--- src/rtl/vga_sync_porch.sv ---
// vga_sync_porch
//   Turns the active-area flags of an upstream sync generator into VGA
//   timing. A local col/row counter pair follows the input stream. It is
//   re-aligned on every frame-start event: the rising edge of in_Vsync
//   while in_Hsync is high. From that position the block generates the
//   active-low hsync and vsync pulses and blanks the colour outside the
//   visible area. Every output is registered, so outputs lag the inputs by
//   one pixel clock.
//
// Ports
//   clock                          pixel clock, sole clock
//   reset                          synchronous, active-high
//   in_Hsync / in_Vsync            upstream active-column / active-row flags
//   in_Red / in_Green / in_Blue    colour for the current input position
//   out_Hsync / out_Vsync          VGA syncs, active-low
//   out_Red / out_Green / out_Blue blanked colour, one cycle behind the inputs
//   out_locked                     high once a frame start has been seen
//   out_resync                     one-cycle pulse when a locked frame start
//                                  lands away from the counter origin
module vga_sync_porch #(
  parameter int TOTAL_COLS    = 800,
  parameter int TOTAL_ROWS    = 525,
  parameter int ACTIVE_COLS   = 640,
  parameter int ACTIVE_ROWS   = 480,
  parameter int H_FRONT_PORCH = 16,
  parameter int H_BACK_PORCH  = 48,
  parameter int V_FRONT_PORCH = 10,
  parameter int V_BACK_PORCH  = 33,
  parameter int VIDEO_WIDTH   = 4
) (
  input  logic                   clock,
  input  logic                   reset,
  input  logic                   in_Hsync,
  input  logic                   in_Vsync,
  input  logic [VIDEO_WIDTH-1:0] in_Red,
  input  logic [VIDEO_WIDTH-1:0] in_Green,
  input  logic [VIDEO_WIDTH-1:0] in_Blue,
  output logic                   out_Hsync,
  output logic                   out_Vsync,
  output logic [VIDEO_WIDTH-1:0] out_Red,
  output logic [VIDEO_WIDTH-1:0] out_Green,
  output logic [VIDEO_WIDTH-1:0] out_Blue,
  output logic                   out_locked,
  output logic                   out_resync
);

  // All position arithmetic is unsigned 10 bit.
  localparam logic [9:0] COL_LAST = 10'(TOTAL_COLS - 1);
  localparam logic [9:0] ROW_LAST = 10'(TOTAL_ROWS - 1);
  localparam logic [9:0] COL_ACT  = 10'(ACTIVE_COLS);
  localparam logic [9:0] ROW_ACT  = 10'(ACTIVE_ROWS);
  localparam logic [9:0] HS_FIRST = 10'(ACTIVE_COLS + H_FRONT_PORCH);
  localparam logic [9:0] HS_LAST  = 10'(TOTAL_COLS - H_BACK_PORCH - 1);
  localparam logic [9:0] VS_FIRST = 10'(ACTIVE_ROWS + V_FRONT_PORCH);
  localparam logic [9:0] VS_LAST  = 10'(TOTAL_ROWS - V_BACK_PORCH - 1);

  typedef enum logic {UNLOCKED, LOCKED} state_t;

  typedef struct packed {
    logic                   hsync;
    logic                   vsync;
    logic [VIDEO_WIDTH-1:0] red;
    logic [VIDEO_WIDTH-1:0] green;
    logic [VIDEO_WIDTH-1:0] blue;
    logic                   locked;
    logic                   resync;
  } pix_t;

  state_t     state, state_nxt;
  logic [9:0] col, row, col_nxt, row_nxt;
  logic [9:0] ecol, erow;
  logic       vs_prev;
  logic       fse;
  logic       at_origin;
  pix_t       pix_d, pix_q;

  always_comb begin
    fse       = in_Vsync & ~vs_prev & in_Hsync;
    at_origin = (col == 10'd0) && (row == 10'd0);

    // A frame start forces this cycle to (0,0). Advancing from the forced
    // position gives (1,0) next. A frame start that lands on the natural
    // wrap therefore behaves the same as a plain increment.
    ecol = fse ? 10'd0 : col;
    erow = fse ? 10'd0 : row;

    col_nxt = ecol + 10'd1;
    row_nxt = erow;
    if (ecol == COL_LAST) begin
      col_nxt = 10'd0;
      row_nxt = (erow == ROW_LAST) ? 10'd0 : erow + 10'd1;
    end

    state_nxt = state;
    if (fse) state_nxt = LOCKED;

    pix_d        = '0;
    pix_d.hsync  = 1'b1;
    pix_d.vsync  = 1'b1;
    // The frame-start cycle itself already drives locked outputs.
    if (state == LOCKED || fse) begin
      pix_d.locked = 1'b1;
      pix_d.hsync  = !(ecol >= HS_FIRST && ecol <= HS_LAST);
      pix_d.vsync  = !(erow >= VS_FIRST && erow <= VS_LAST);
      if (ecol < COL_ACT && erow < ROW_ACT) begin
        pix_d.red   = in_Red;
        pix_d.green = in_Green;
        pix_d.blue  = in_Blue;
      end
      pix_d.resync = (state == LOCKED) && fse && !at_origin;
    end
  end

  always_ff @(posedge clock) begin
    if (reset) begin
      state        <= UNLOCKED;
      col          <= 10'd0;
      row          <= 10'd0;
      vs_prev      <= 1'b0;
      pix_q        <= '0;
      pix_q.hsync  <= 1'b1;
      pix_q.vsync  <= 1'b1;
    end else begin
      state   <= state_nxt;
      col     <= col_nxt;
      row     <= row_nxt;
      vs_prev <= in_Vsync;
      pix_q   <= pix_d;
    end
  end

  assign out_Hsync  = pix_q.hsync;
  assign out_Vsync  = pix_q.vsync;
  assign out_Red    = pix_q.red;
  assign out_Green  = pix_q.green;
  assign out_Blue   = pix_q.blue;
  assign out_locked = pix_q.locked;
  assign out_resync = pix_q.resync;

endmodule

--- config.mk ---
export PLATFORM = sky130hd
export DESIGN_NAME = vga_sync_porch
export DESIGN_NICKNAME = d
export VERILOG_FILES = /design/src/rtl/vga_sync_porch.sv
export SDC_FILE = /design/constraint.sdc
export NUM_CORES = 1
export LEC_CHECK = 0
export CAP_MARGIN = 40
export CORE_MARGIN = 2
export CORE_UTILIZATION = 51
export CTS_BUF_LIST = sky130_fd_sc_hd__clkbuf_16
export CTS_CLUSTER_SIZE = 20
export DETAILED_ROUTE_END_ITERATION = 12
export GPL_TIMING_DRIVEN = 0
export PLACE_DENSITY = 0.79
export SETUP_SLACK_MARGIN = 0.3
export SYNTH_ARGS = -nofsm -noshare
export SYNTH_HDL_FRONTEND = slang
export SYNTH_SLANG_ARGS = --single-unit
export TNS_END_PERCENT = 10
--- constraint.sdc ---
create_clock -name clock -period 3.8 [get_ports clock]
set_clock_uncertainty 0.2 [all_clocks]
set_input_delay 0.76 -clock clock [delete_from_list [all_inputs] [get_ports clock]]
set_output_delay 0.76 -clock clock [all_outputs]
set_load 0.01 [all_outputs]
Word-level counts from Yosys, hierarchy flattened

Cells that the tools add are included.

Bits in registers: 38
Logic and storage cells: 46
Output and inout bits: 16

Muxes and demuxes: 5
Bitwise gates (word level): 5
$add $sub $neg: 2
Magnitude comparators: 6
Reductions and logical operators: 15
Eq/ne operators: 2

Operator list:

| kind                                                                | number |
|---|---|
| two-way mux 10 bit                                                  | 4 |
| adder 10 x 1 -> 10 bit (second input constant)                      | 2 |
| == test 10 bit (second input constant)                              | 2 |
| logical NOT 10 bit                                                  | 2 |
| greater-or-equal comparator 10 bit (second input constant)          | 1 |
| greater-or-equal comparator 10 x 9 -> 1 bit (second input constant) | 1 |
| less-or-equal comparator 10 bit (second input constant)             | 1 |
| less-or-equal comparator 10 x 9 -> 1 bit (second input constant)    | 1 |
| less-than comparator 10 bit (second input constant)                 | 1 |
| less-than comparator 10 x 9 -> 1 bit (second input constant)        | 1 |
| logical AND 1 bit                                                   | 6 |
| OR reduction 2 bit                                                  | 2 |
| logical NOT 1 bit                                                   | 3 |
| inverter 1 bit                                                      | 3 |
| OR reduction 3 bit                                                  | 1 |
| AND 1 bit                                                           | 2 |
| two-way mux 2 bit                                                   | 1 |
| logical OR 1 bit                                                    | 1 |

Depth between registers and ports, before layout

Gate-level depths: netlist of the first run.

Depth in word-level cells: 8
Gate-level depth with buffers: 12
Mapped depth without buffers: 9

Least setup slack after synthesis of the first run

Ideal clock, no wire load.

Kind: input -> register
Start: input port in_Vsync
End: register row[9]
Arrival time: 2.923 ns
Cell stages on the path: 12
Path buffers: 3
Slack: 0.547 ns
Library setup time: 0.130 ns
Path through: nand3b_1 > clkbuf_1 > clkbuf_1 > nand2_1 > inv_1 > ha_1 > nand3_1 > nand2b_1 > or2_1 > buf_6 > o41ai_2 > a21oi_1

Longest elaborated chain between the ends: 6

RTL lines:

| element                                                         | RTL line | source |
|---|---|---|
| start: declaration                                              | 34       | `input logic in_Vsync,` |
| AND 1 bit * (2 in a row)                                        | 78       | `fse = in_Vsync & ~vs_prev & in_Hsync;` |
| two-way mux 10 bit                                              | 85       | `erow = fse ? 10'd0 : row;` |
| adder 10 x 1 -> 10 bit / == test 10 bit (equally long branches) | 91       | `row_nxt = (erow == ROW_LAST) ? 10'd0 : erow + 10'd1;` |
| two-way mux 10 bit                                              | 91       |  |
| two-way mux 10 bit *                                            | 89       | `if (ecol == COL_LAST) begin` |
| end signal: assignment                                          | 126      | `row <= row_nxt;` |
| end: declaration                                                | 70       | `logic [9:0] col, row, col_nxt, row_nxt;` |

Every way passes the cells marked *; elsewhere a longest branch is shown, timed or not.
A chain may end at the register's enable or synchronous reset.

Worst setup path after layout of the first run

Ends and elaborated chain as after synthesis.

==> impl_metrics.json, run 1 <==
{
  "synth_cell_types": 36,
  "synth_nets": 207,
  "post-route-drc-count": 0,
  "cts.clk_slew.worst_paths_ns": 0.05,
  "syn_area_um2": 1660,
  "drt_wl_total_mm": 3.83,
  "rsz0062_at_grt": "false",
  "fp.dieH_um": 61.1,
  "cts.sinks": 38,
  "grt_max_degree": 12,
  "synth.most_common_cell": "dfxtp_1",
  "hold_buffers": 0,
  "cap_violations": 0,
  "diodes": 0,
  "powerDensity_nw_per_um2": 421,
  "slew_violations": 0,
  "placedInstanceArea_um2": 2030,
  "synth-async-reset-ratio_pct": 0,
  "seq_area_frac_synth_pct": 45.8,
  "yosys_warnings": 0,
  "vias": 1474,
  "cp-end-kind": "flop",
  "root_buffer": "clkbuf_16",
  "status": "finished clean",
  "yosys-top-cells-count": "38 x dfxtp_1, 17 x nand2_1, 16 x nor2_1, 14 x and2_1, 11 x nand3_1",
  "worst_ep_arrival_time_ns": 3.33,
  "h-tree-depth": 2,
  "ant_nets": 0,
  "fp.dieArea_um2": 3730,
  "relSlewSlack_pct": 65.4,
  "drive_gt1_share_pct": 7.56,
  "grt_pass1_vias": 1352,
  "core-area_um2": 3080,
  "floorplan.initialDensity_pct": 53.9,
  "tightest_slew_ns": 0.520,
  "worstSetupStartpointType": "input pin",
  "finalCritPeriodShare_pct": 88.6,
  "finalInstanceArea_um2": 2210,
  "grt_use_total_pct": 23.0,
  "grt_pass1_wl_mm": 6.18,
  "drt_iter0_drc": 130,
  "vias_per_cell": 5.48,
  "hpwl_mm": 2.69,
  "ios": 32,
  "syn_to_final_growth_pct": 33.1,
  "finalHoldViolations": 0,
  "synth_top_area_share_pct": 45.8,
  "syn_inst": 186,
  "cts_tree": "built",
  "cts_buffers": 5,
  "crit_fanout": 10,
  "die_w_um": 61.1,
  "fillers": 231,
  "routedWlPerCell_um": 14.2,
  "ys.flop_type": "dfxtp_1",
  "final_nets": 246,
  "path_class": "in -> reg",
  "yosysTopAreaCell": "dfxtp_1",
  "ys_ff_latch": 38,
  "gp_congestion": 0.864,
  "cts_max_path_buffers": 2,
  "min_period_ns": 3.37,
  "drt_pass1_iterations": 5,
  "clock.fmax_mhz": 297,
  "finalSetupViolCount": 0,
  "synth_edf_count": 0,
  "clk_latency_ns": 0.28,
  "synth.avg_cell_area_um2": 8.93,
  "critical_path_required_ns": 3.76,
  "rows": 20,
  "grt_antenna_before_repair": 0,
  "p_leak_uw": 0.000803,
  "synth_area_leaders": "dfxtp_1 46%, and2_1 5.3%, xor2_1 4.2%, nand2_1 3.8%, ha_1 3.8%",
  "io_buffers": 31,
  "holdCritPathClass": "reg -> reg",
  "overflow": 0,
  "ir_worst_vdd_mv": 0.350,
  "hold_slack_ns": 0.316
}
flip-flops by register name, summed over array words and instances, names as in the netlist:
signal / flops
out_locked: 1
out_Hsync: 1
row: 10
out_Vsync: 1
out_resync: 1
col: 10
out_Red: 4
out_Blue: 4
state: 1
vs_prev: 1
out_Green: 4
per-stage QoR:
stage	instances	TNS, ns	setup slack [ns]	util, %	power (uW)
2_1_floorplan	186	0	0.547	-	448
3_3_place_gp	261	-3.95	-0.429	65.8	481
3_5_place_dp	261	-5.10	-0.485	65.8	484
4_1_cts	269	0	0.303	71.4	934
5_1_grt	269	0	0.292	71.8	963
6_report	269	0	0.434	71.8	929
final timing paths:
| check | start | slack [ns] | endpoint | cells after the start |
|---|---|---|---|---|
| max | in_Vsync | 0.43 | row[9]$_SDFF_PP0_ | 13 |
| min | row[9]$_SDFF_PP0_ | 0.32 | row[9]$_SDFF_PP0_ | 2 |
| max reg2reg | vs_prev$_SDFF_PP0_ | 1.03 | row[9]$_SDFF_PP0_ | 12 |
| min reg2reg | row[9]$_SDFF_PP0_ | 0.32 | row[9]$_SDFF_PP0_ | 2 |
layout make-up:
class / instances / area, um^2 / area share (%)
timing repair buffer: 32 / 318 / 14.4
clock inverter: 2 / 33.8 / 1.53
sequential: 38 / 761 / 34.4
inverter: 6 / 22.5 / 1.02
multi-input combinational: 135 / 853 / 38.6
clock buffer: 5 / 125 / 5.66
tap: 44 / 55.1 / 2.49
buffer: 7 / 41.3 / 1.87
repair_timing:
| item | in CTS | in global routing |
|---|---|---|
| resized for setup | 4 | 5 |
| setup buffers | 1 | 0 |
| pin swaps | 1 | 0 |
| endpoints found under the setup margin | 16 | 10 |
layout by cell type, fill, tap and decap left out, types with 2 or more instances in the layout:
cell and instances:
and2_1 14, and3_1 2, nand2_1 17, xnor2_1 2
nor2_1 15, a21oi_1 10, nor3b_1 2, inv_1 6
dfxtp_1 38, a211oi_1 2, nand4b_1 2, nand4_1 5
clkdlybuf4s50_1 31, clkbuf_16 5, nand3_1 11, nor3_1 9
clkbuf_1 4, ha_1 5, clkbuf_4 2, or4_1 2
nand3b_1 3, nor4_1 8, xor2_1 8
report_power, final:
| group | internal, uW | switching (uW) | leakage [uW] |
|---|---|---|---|
| combinational | 35.5 | 29.0 | 0.000417 |
| sequential | 409 | 4.75 | 0.000309 |
| clock | 303 | 148 | 0.0000773 |
kinds of logic (layout without fill, tap and decap cells):
kind of cell,Yosys count,after routing,share of synthesized area (%)
and+or+nand+nor,101,101,34.1
AOI/OAI and AO/OA,18,18,7.01
adders and majority gates,5,5,3.77
xor gates and xnor gates,10,10,5.28
DFF,38,38,45.8
buffers and inverters,13,52,3.39
muxes,1,1,0.603
critical path, cell delays in order:
cell and delay (ns):
clkdlybuf4s50_1 0.43, nand3b_1 0.15, clkbuf_4 0.23, clkbuf_4 0.22, nand2_1 0.10, inv_1 0.09
ha_1 0.18, nand3_1 0.16, nand2b_4 0.22, or2_1 0.24, buf_6 0.14, o41ai_2 0.31
a21oi_1 0.09
layer usage:
| metal | global-route usage, % | vias up | wire length, um |
|---|---|---|---|
| li1 | - | 724 | - |
| met1 | 30.2 | 681 | 1570 |
| met2 | 35.4 | 62 | 1880 |
| met3 | 6.93 | 7 | 324 |
| met4 | 9.32 | 0 | 61 |
| met5 | 0 | - | 0 |
No activity file was read; power rests on OpenSTA's default activity.
==> inputs of run 2 (changes only) <==
CTS_CLUSTER_SIZE = not set   (was 20)
==> results of run 2 <==
Same layout as run 1: the final DEF is identical, and so are final timing and power.
